`src/rtl/popcnt_pkg.sv`:
```
// popcnt_pkg: shared state encoding, chunk width and count-width helper for popcnt_seq
package popcnt_pkg;
  typedef enum logic [1:0] {IDLE, RUN, DONE} state_t;
  localparam int CHUNK_W = 6;
  function automatic int cnt_w(input int w);
    return $clog2(w + 1);
  endfunction
endpackage

```
`src/rtl/popcnt6.sv`:
```
// popcnt6: combinational ones-counter for one 6-bit chunk
module popcnt6 (
  input  logic [5:0] d_i,
  output logic [2:0] cnt_o
);
  // sum the six bits
  always_comb begin
    cnt_o = '0;
    for (int i = 0; i < 6; i++) cnt_o = cnt_o + 3'(d_i[i]);
  end
endmodule

```
`src/rtl/popcnt_seq.sv`:
```
// popcnt_seq: counts ones in a wide word, one 6-bit chunk per cycle through a shared popcnt6
module popcnt_seq
  import popcnt_pkg::*;
#(
  parameter int CHUNKS = 4,
  localparam int W = CHUNK_W * CHUNKS,
  localparam int CW = cnt_w(W)
) (
  input  logic          clk,
  input  logic          rst_n,
  input  logic          in_valid,
  input  logic [W-1:0]  in_data,
  output logic          in_ready,
  output logic          out_valid,
  output logic [CW-1:0] out_count,
  input  logic          out_ready,
  output logic          busy
);
  localparam int IW = (CHUNKS > 1) ? $clog2(CHUNKS) : 1;
  state_t        state_q;
  logic [W-1:0]  sreg_q, sreg_d;
  logic [CW-1:0] acc_q, acc_d;
  logic [IW-1:0] idx_q, idx_d;
  logic [2:0]    pc;
  popcnt6 u_pc (.d_i(sreg_q[CHUNK_W-1:0]), .cnt_o(pc));
  assign acc_d  = acc_q + CW'(pc);
  assign sreg_d = sreg_q >> CHUNK_W;
  assign idx_d  = idx_q + IW'(1);
  // accept a word, fold in one chunk per RUN cycle, hold the total until taken
  always_ff @(posedge clk or negedge rst_n)
    if (!rst_n) begin
      state_q <= IDLE;
      sreg_q  <= '0;
      acc_q   <= '0;
      idx_q   <= '0;
    end else
      case (state_q)
        IDLE: if (in_valid) begin
          state_q <= RUN;
          sreg_q  <= in_data;
          acc_q   <= '0;
          idx_q   <= '0;
        end
        RUN: begin
          acc_q  <= acc_d;
          sreg_q <= sreg_d;
          idx_q  <= idx_d;
          if (idx_q == IW'(CHUNKS - 1)) state_q <= DONE;
        end
        DONE: if (out_ready) state_q <= IDLE;
        default: state_q <= IDLE;
      endcase
  assign in_ready  = state_q == IDLE;
  assign out_valid = state_q == DONE;
  assign busy      = state_q != IDLE;
  assign out_count = acc_q;
endmodule

```
`config.mk`:
```
export PLATFORM = sky130hd
export DESIGN_NAME = popcnt_seq
export DESIGN_NICKNAME = d
export VERILOG_FILES = /design/src/rtl/popcnt_pkg.sv /design/src/rtl/popcnt6.sv /design/src/rtl/popcnt_seq.sv
export SDC_FILE = /design/constraint.sdc
export NUM_CORES = 1
export LEC_CHECK = 0
export BUFFER_PORTS_ARGS = -buffer_cell sky130_fd_sc_hd__clkbuf_2
export CORE_MARGIN = 3
export CORE_UTILIZATION = 53
export DETAILED_ROUTE_END_ITERATION = 16
export PLACE_DENSITY = 0.84
export SETUP_SLACK_MARGIN = 0.3
export SLEW_MARGIN = 10
export SYNTH_ARGS = -nofsm -noshare
export SYNTH_HDL_FRONTEND = slang
export SYNTH_HIERARCHICAL = 1
export SYNTH_SLANG_ARGS = --single-unit
```
`constraint.sdc`:
```
create_clock -name clk -period 4 [get_ports clk]
set_input_delay 0.8 -clock clk [delete_from_list [all_inputs] [get_ports clk]]
set_output_delay 0.8 -clock clk [all_outputs]
set_load 0.02 [all_outputs]
```
==> results of run 1 <==
Yosys cell counts (2+ instances only):
| cell type | instances | area, µm² |
|---|---|---|
| dfrtp_1 | 33 | 826 |
| nand2_1 | 32 | 120 |
| a21oi_1 | 22 | 110 |
| and3b_1 | 18 | 158 |
| o21ai_1 | 18 | 90.1 |
| inv_1 | 14 | 52.6 |
| nor2b_1 | 7 | 43.8 |
| o21ai_0 | 7 | 35.0 |
| buf_6 | 5 | 56.3 |
| ha_1 | 5 | 62.6 |
| fa_1 | 4 | 80.1 |
| a21oi_2 | 3 | 26.3 |
| buf_2 | 3 | 15.0 |
| buf_4 | 3 | 22.5 |
| o21ai_2 | 3 | 26.3 |
| a22o_1 | 2 | 17.5 |
| nand2b_1 | 2 | 12.5 |
| nor2_1 | 2 | 7.51 |
| nor2b_4 | 2 | 27.5 |
| o211ai_1 | 2 | 15.0 |
path summary, 6_finish.rpt:
path,depth (start not counted),end
worst max-delay path,11,out_count[4]$_DFFE_PN0P_
worst min-delay path,2,sreg_q[16]$_DFFE_PN0P_
worst max register to register,11,out_count[4]$_DFFE_PN0P_
worst min register to register,2,sreg_q[16]$_DFFE_PN0P_
max in group asynchronous,1,sreg_q[12]$_DFFE_PN0P_
min in group asynchronous,1,out_count[4]$_DFFE_PN0P_
power groups by stage:
stage	clock network, mW	logic (mW)	registers (mW)
2_1_floorplan	0	0.678	0.568
3_3_place_gp	0	0.795	0.560
3_5_place_dp	0	0.825	0.565
4_1_cts	0.266	0.830	0.559
5_1_grt	0.285	0.929	0.579
6_report	0.260	0.815	0.560
flip-flops by register name (all words and copies together), names as in the netlist:
name,count
sreg_q,24
out_count,5
idx_q,2
state_q,2
routing by layer:
layer | vias to the layer above | wire [µm] | track usage (%)
li1 | 730 | - | -
met1 | 648 | 1750 | 24.9
met2 | 36 | 1620 | 28.3
met3 | 2 | 146 | 3.59
met4 | 0 | 31 | 6.99
met5 | - | 0 | 0
cell families (layout without fill, tap and decap cells):
logic type      after synthesis  count (layout)  synth area share, %
fa+ha+maj                     9               9                 7.54
buf+inv                      27              59                 8.33
xor+xnor                      1               1                0.463
mux                           1               1                0.529
flops                        33              33                 43.7
compound gates               61              61                 19.2
simple gates                 65              65                 20.2
layout make-up:
class                           instances  share of cell area (%)
Inverter                               14                    2.48
Clock buffer                            7                    2.60
Clock inverter                          1                    1.42
Multi-Input combinational cell        137                    42.9
Timing Repair Buffer                   37                    8.97
Sequential cell                        33                    39.0
Tap cell                               46                    2.72
worst max-delay path, stage by stage (launching register included):
cell,delay [ns]
dfrtp_1,0.39
inv_1,0.08
fa_1,0.44
fa_1,0.50
inv_1,0.05
ha_1,0.18
fa_1,0.50
inv_1,0.06
fa_1,0.42
nor2b_1,0.18
o21a_1,0.13
o211ai_1,0.08
per-stage QoR:
step	hold WS (ns)	std cells	setup WS, ns	utilization, %
final	0.491	275	0.864	62.5
after global routing	0.515	275	0.672	62.5
after CTS	0.492	275	0.853	62.5
after detailed placement	0.469	267	0.852	60.0
after global placement	0.464	267	0.955	60.0
after floorplan	0.451	197	1.02	-
placed cells by master, fill, tap and decap left out, drive strengths merged:
cell type,n
clkbuf,42
dfrtp,33
nand2,32
o21ai,28
a21oi,25
and3b,18
inv,14
nor2b,9
ha,5
fa,4
nor2,2
o211ai,2
a22o,2
nand2b,2
buf,2
and2b,1
o21bai,1
o21a,1
o2111ai,1
nand3,1
a211o,1
xor2,1
mux2i,1
bufinv,1
==> flow_summary.yaml, run 1 <==
run_status:
  status: "completed"
synthesis:
  synth_area_um2: 1890
  synth-async-reset-ratio_pct: 100
  yosysSeqAreaShare_pct: 43.7
  synth_cells: 197
  ys_seq_elements: 33
  yosys_warnings: 6
  synth_edf_count: 0
  synth_cell_type_count: 30
  yosys_most_used_dff: "dfrtp_1"
  synth.avg_cell_area_um2: 9.60
  syn-num-nets: 234
timing:
  maxSlewHeadroom_pct: 46.0
  slew_viol_final: 0
  tns_ns: 0
  rsz0062_at_grt: "no"
  finClkSkew_ns: 0.0112
  max_freq_ghz: 0.319
  tightestPinTransition_ns: 0.810
  min_period_over_period_pct: 78.4
  setup_viol: 0
  min_period_ns: 3.14
  hold_viol: 0
finish:
  nFillCells: 293
  drive_above_1_share_pct: 23.6
  multi_input_area_um2: 908
  nNetsFinal: 265
  seqCellArea_um2: 826
  diodes: 0
  fin_area_um2: 2120
  area_growth_pct: 12.0
setup_path:
  r2r_start: "sreg_q[1]$_DFFE_PN0P_"
  required_ns: 4.21
  setup.worst_path.start: "sreg_q[1]$_DFFE_PN0P_"
  r2r_slack_ns: 0.86
  cp-start-kind: "flip-flop"
  crit_arrival_ns: 3.35
  path_class: "reg2reg"
  critical_path.max_fanout: 2
  end_kind: "flip-flop"
power:
  switching_share_pct: 41.0
  p_leak_nw: 1.09
  clkPwrFrac_pct: 15.9
  seqPwrFrac_pct: 34.3
  ir_worst_vdd_mv: 0.475
  power_density_nw_per_um2: 771
  internal_power_uw: 965
  p_switching_uw: 670
  p_comb_share_pct: 49.9
  total_power_mw: 1.64
detailed_routing:
  firstDrtPassIters: 5
  drc_errors: 0
  wl_per_cell_um: 12.9
  vias: 1416
  viasPerCell: 5.15
  ant_nets: 0
  routed_wl_um: 3550
  drt_iter0_drc: 89
die:
  std_cell_rows: 21
  initial_utilization_pct: 55.8
  core_um2: 3390
  die_x_um: 65.7
  die_area_um2: 4320
  boundaryPins: 36
  die_h_um: 65.7
clock_tree:
  clk_path_buf_depth: 2
  root_buffer: "clkbuf_4"
  post-cts-setup-buffers: 0
  hold_buffers: 0
  cts_sinks: 33
  cts-buffers-inserted: 5
  htreeDepth: 2
  cts_tree: "done"
  cts.reportedPaths.clkPinSlew_ns: 0.10
  cts.repair.resized: 0
  clk_latency_ns: 0.32
placement:
  dp_hpwl_um: 2420
  dpl_cell_area_um2: 2030
  gp_congestion: 0.769
  io_buffer_count: 35
global_route:
  grt_pass1_vias: 1335
  grt_max_degree: 45
  grt_overflow: 0
  grt_use_total_pct: 18.2
  antenna_found_initial: 0
  grt_pass1_wl_um: 5980
min_path:
  min_from: "sreg_q[16]$_DFFE_PN0P_"
  hold_class: "reg2reg"
flow_run:
  cap_violations: 0
Power figures use the tool's default switching activity.
==> inputs of run 2 (changes only) <==
- clock period: 4 -> 3.15 ns (I/O delays scaled with it)
==> run 2 against run 1 <==
Against the previous run:
- critical path depth stayed put
- utilization increased by 0.37 points
- sequential share of layout area is 0.23 points lower
- final area increased by 0.59%
- wire length is 3.7% higher
- total power grew 30%
- worst setup slack worse by 0.73 ns
- non-clock buffer count grew 4
- clock-buffer cell count unchanged
==> flow_summary.yaml, run 2 (synthesized netlist as in run 1, its figures left out) <==
run_status:
  status: "completed"
setup_path:
  critical_path.max_fanout: 2
  cp-start-kind: "flip-flop"
  end_kind: "flip-flop"
  crit_family: "adder cells"
  path_cells: "inv_2, fa_1, fa_1, inv_1, ha_2, fa_1, inv_2, fa_2, buf_4, xor2_1, o21ai_1"
  crit_arrival_ns: 3.30
  cp_common_cell: "fa_1"
  critPathMaxStageDelay_ns: 0.55
  path_buf_inv: 4
  cpMaxStageDelayCell: "fa_1"
  path_class: "reg2reg"
  required_ns: 3.43
die:
  die_x_um: 65.7
  die_area_um2: 4320
  std_cell_rows: 21
  core_um2: 3390
  die_h_um: 65.7
  boundaryPins: 36
  initial_utilization_pct: 55.8
detailed_routing:
  wl_per_cell_um: 13.2
  drt_iter0_drc: 80
  ant_nets: 0
  vias: 1456
  viasPerCell: 5.24
  routed_wl_um: 3680
  drc_errors: 0
  firstDrtPassIters: 4
timing:
  min_period_over_period_pct: 95.7
  maxSlewHeadroom_pct: 46.4
  setup_viol: 0
  finClkSkew_ns: 0.00523
  tns_ns: 0
  fin_ws_ns: 0.134
  tightestPinTransition_ns: 0.805
  slew_viol_final: 0
  rsz0062_at_grt: "yes"
  min_period_ns: 3.02
  hold_viol: 0
  max_freq_ghz: 0.332
finish:
  fin_cells: 278
  nFillCells: 298
  seqCellArea_um2: 826
  drive_above_1_share_pct: 27.6
  multi_input_area_um2: 921
  layout_common_cells: "clkbuf_2 (35), dfrtp_1 (33), nand2_1 (32), a21oi_1 (22)"
  layout.cells.most_common: "clkbuf_2"
  diodes: 0
  area_growth_pct: 12.7
  top_register: "sreg_q"
  largest_reg_flops: 24
  nNetsFinal: 269
placement:
  dp_cells: 267
  dp_hpwl_um: 2480
  post-place-ws_ns: 0.0543
  io_buffer_count: 35
  gp_congestion: 0.732
power:
  p_leak_nw: 1.09
  power_density_nw_per_um2: 997
  ir_worst_vdd_mv: 0.437
clock_tree:
  clk_latency_ns: 0.35
  root_buffer: "clkbuf_4"
  hold_buffers: 0
  cts_sinks: 33
  clk_path_buf_depth: 2
  cts-buffers-inserted: 5
  cts.reportedPaths.clkPinSlew_ns: 0.10
  htreeDepth: 2
  cts_tree: "done"
global_route:
  grt_overflow: 0
  grt_max_degree: 34
  grt_pass1_vias: 1349
  grt_use_total_pct: 18.9
  grt_pass1_wl_um: 6070
  antenna_found_initial: 0
flow_run:
  cap_violations: 0
min_path:
  hold_class: "in2async"
## run 2: layer usage
layer / global-route usage, % / share of wire [%]
met3: 3.93 / 5.4
met4: 12.4 / 1.8
met5: 0 / 0
met1: 24.1 / 45
met2: 28.7 / 48
## run 2: final cells by class
type	count	share of cell area [%]
tap	46	2.70
timing repair buffer	41	10.3
clock buffer	7	2.58
sequential	33	38.7
inverter	14	2.46
multi-input combinational	137	43.2
## run 2: final timing paths
| path | startpoint | end | slack (ns) | depth (start not counted) |
|---|---|---|---|---|
| setup / recovery | sreg_q[3]$_DFFE_PN0P_ | out_count[2]$_DFFE_PN0P_ | 0.13 | 11 |
| hold / removal | rst_n | out_count[1]$_DFFE_PN0P_ | 0.34 | 1 |
| setup reg to reg | sreg_q[3]$_DFFE_PN0P_ | out_count[2]$_DFFE_PN0P_ | 0.13 | 11 |
| hold reg to reg | sreg_q[16]$_DFFE_PN0P_ | sreg_q[16]$_DFFE_PN0P_ | 0.49 | 2 |
| max in group asynchronous | rst_n | sreg_q[12]$_DFFE_PN0P_ | 2.30 | 1 |
| min in group clk | sreg_q[16]$_DFFE_PN0P_ | sreg_q[16]$_DFFE_PN0P_ | 0.49 | 2 |
## run 2: where the power goes
part	internal (mW)	leakage (nW)	switching (mW)
clock network	0.105	0.0314	0.142
registers	0.597	0.430	0.145
logic	0.510	0.627	0.626
## run 2: timing repair
| item | in CTS | in global routing |
|---|---|---|
| resized for setup | 3 | 2 |
| endpoints found under the setup margin | 4 | 4 |
| buffers inserted | 2 | 2 |
| gates cloned | 0 | 0 |
| pin swaps | 7 | 5 |
## run 2: worst reg2reg max path: stages (launching register included)
cell and delay [ns]:
dfrtp_1 0.38, inv_2 0.05, fa_1 0.48, fa_1 0.50
inv_1 0.05, ha_2 0.17, fa_1 0.55, inv_2 0.05
fa_2 0.35, buf_4 0.15, xor2_1 0.13, o21ai_1 0.12
## run 2: stage by stage
stage / area (µm²) / hold WS (ns) / power [mW] / utilization (%)
after floorplan: 1900 / 0.334 / 1.59 / -
after global placement: 2040 / 0.465 / 1.74 / 60.2
after detailed placement: 2040 / 0.473 / 1.81 / 60.2
after CTS: 2110 / 0.366 / 2.10 / 62.3
after global routing: 2130 / 0.415 / 2.31 / 62.9
final: 2130 / 0.344 / 2.13 / 62.9
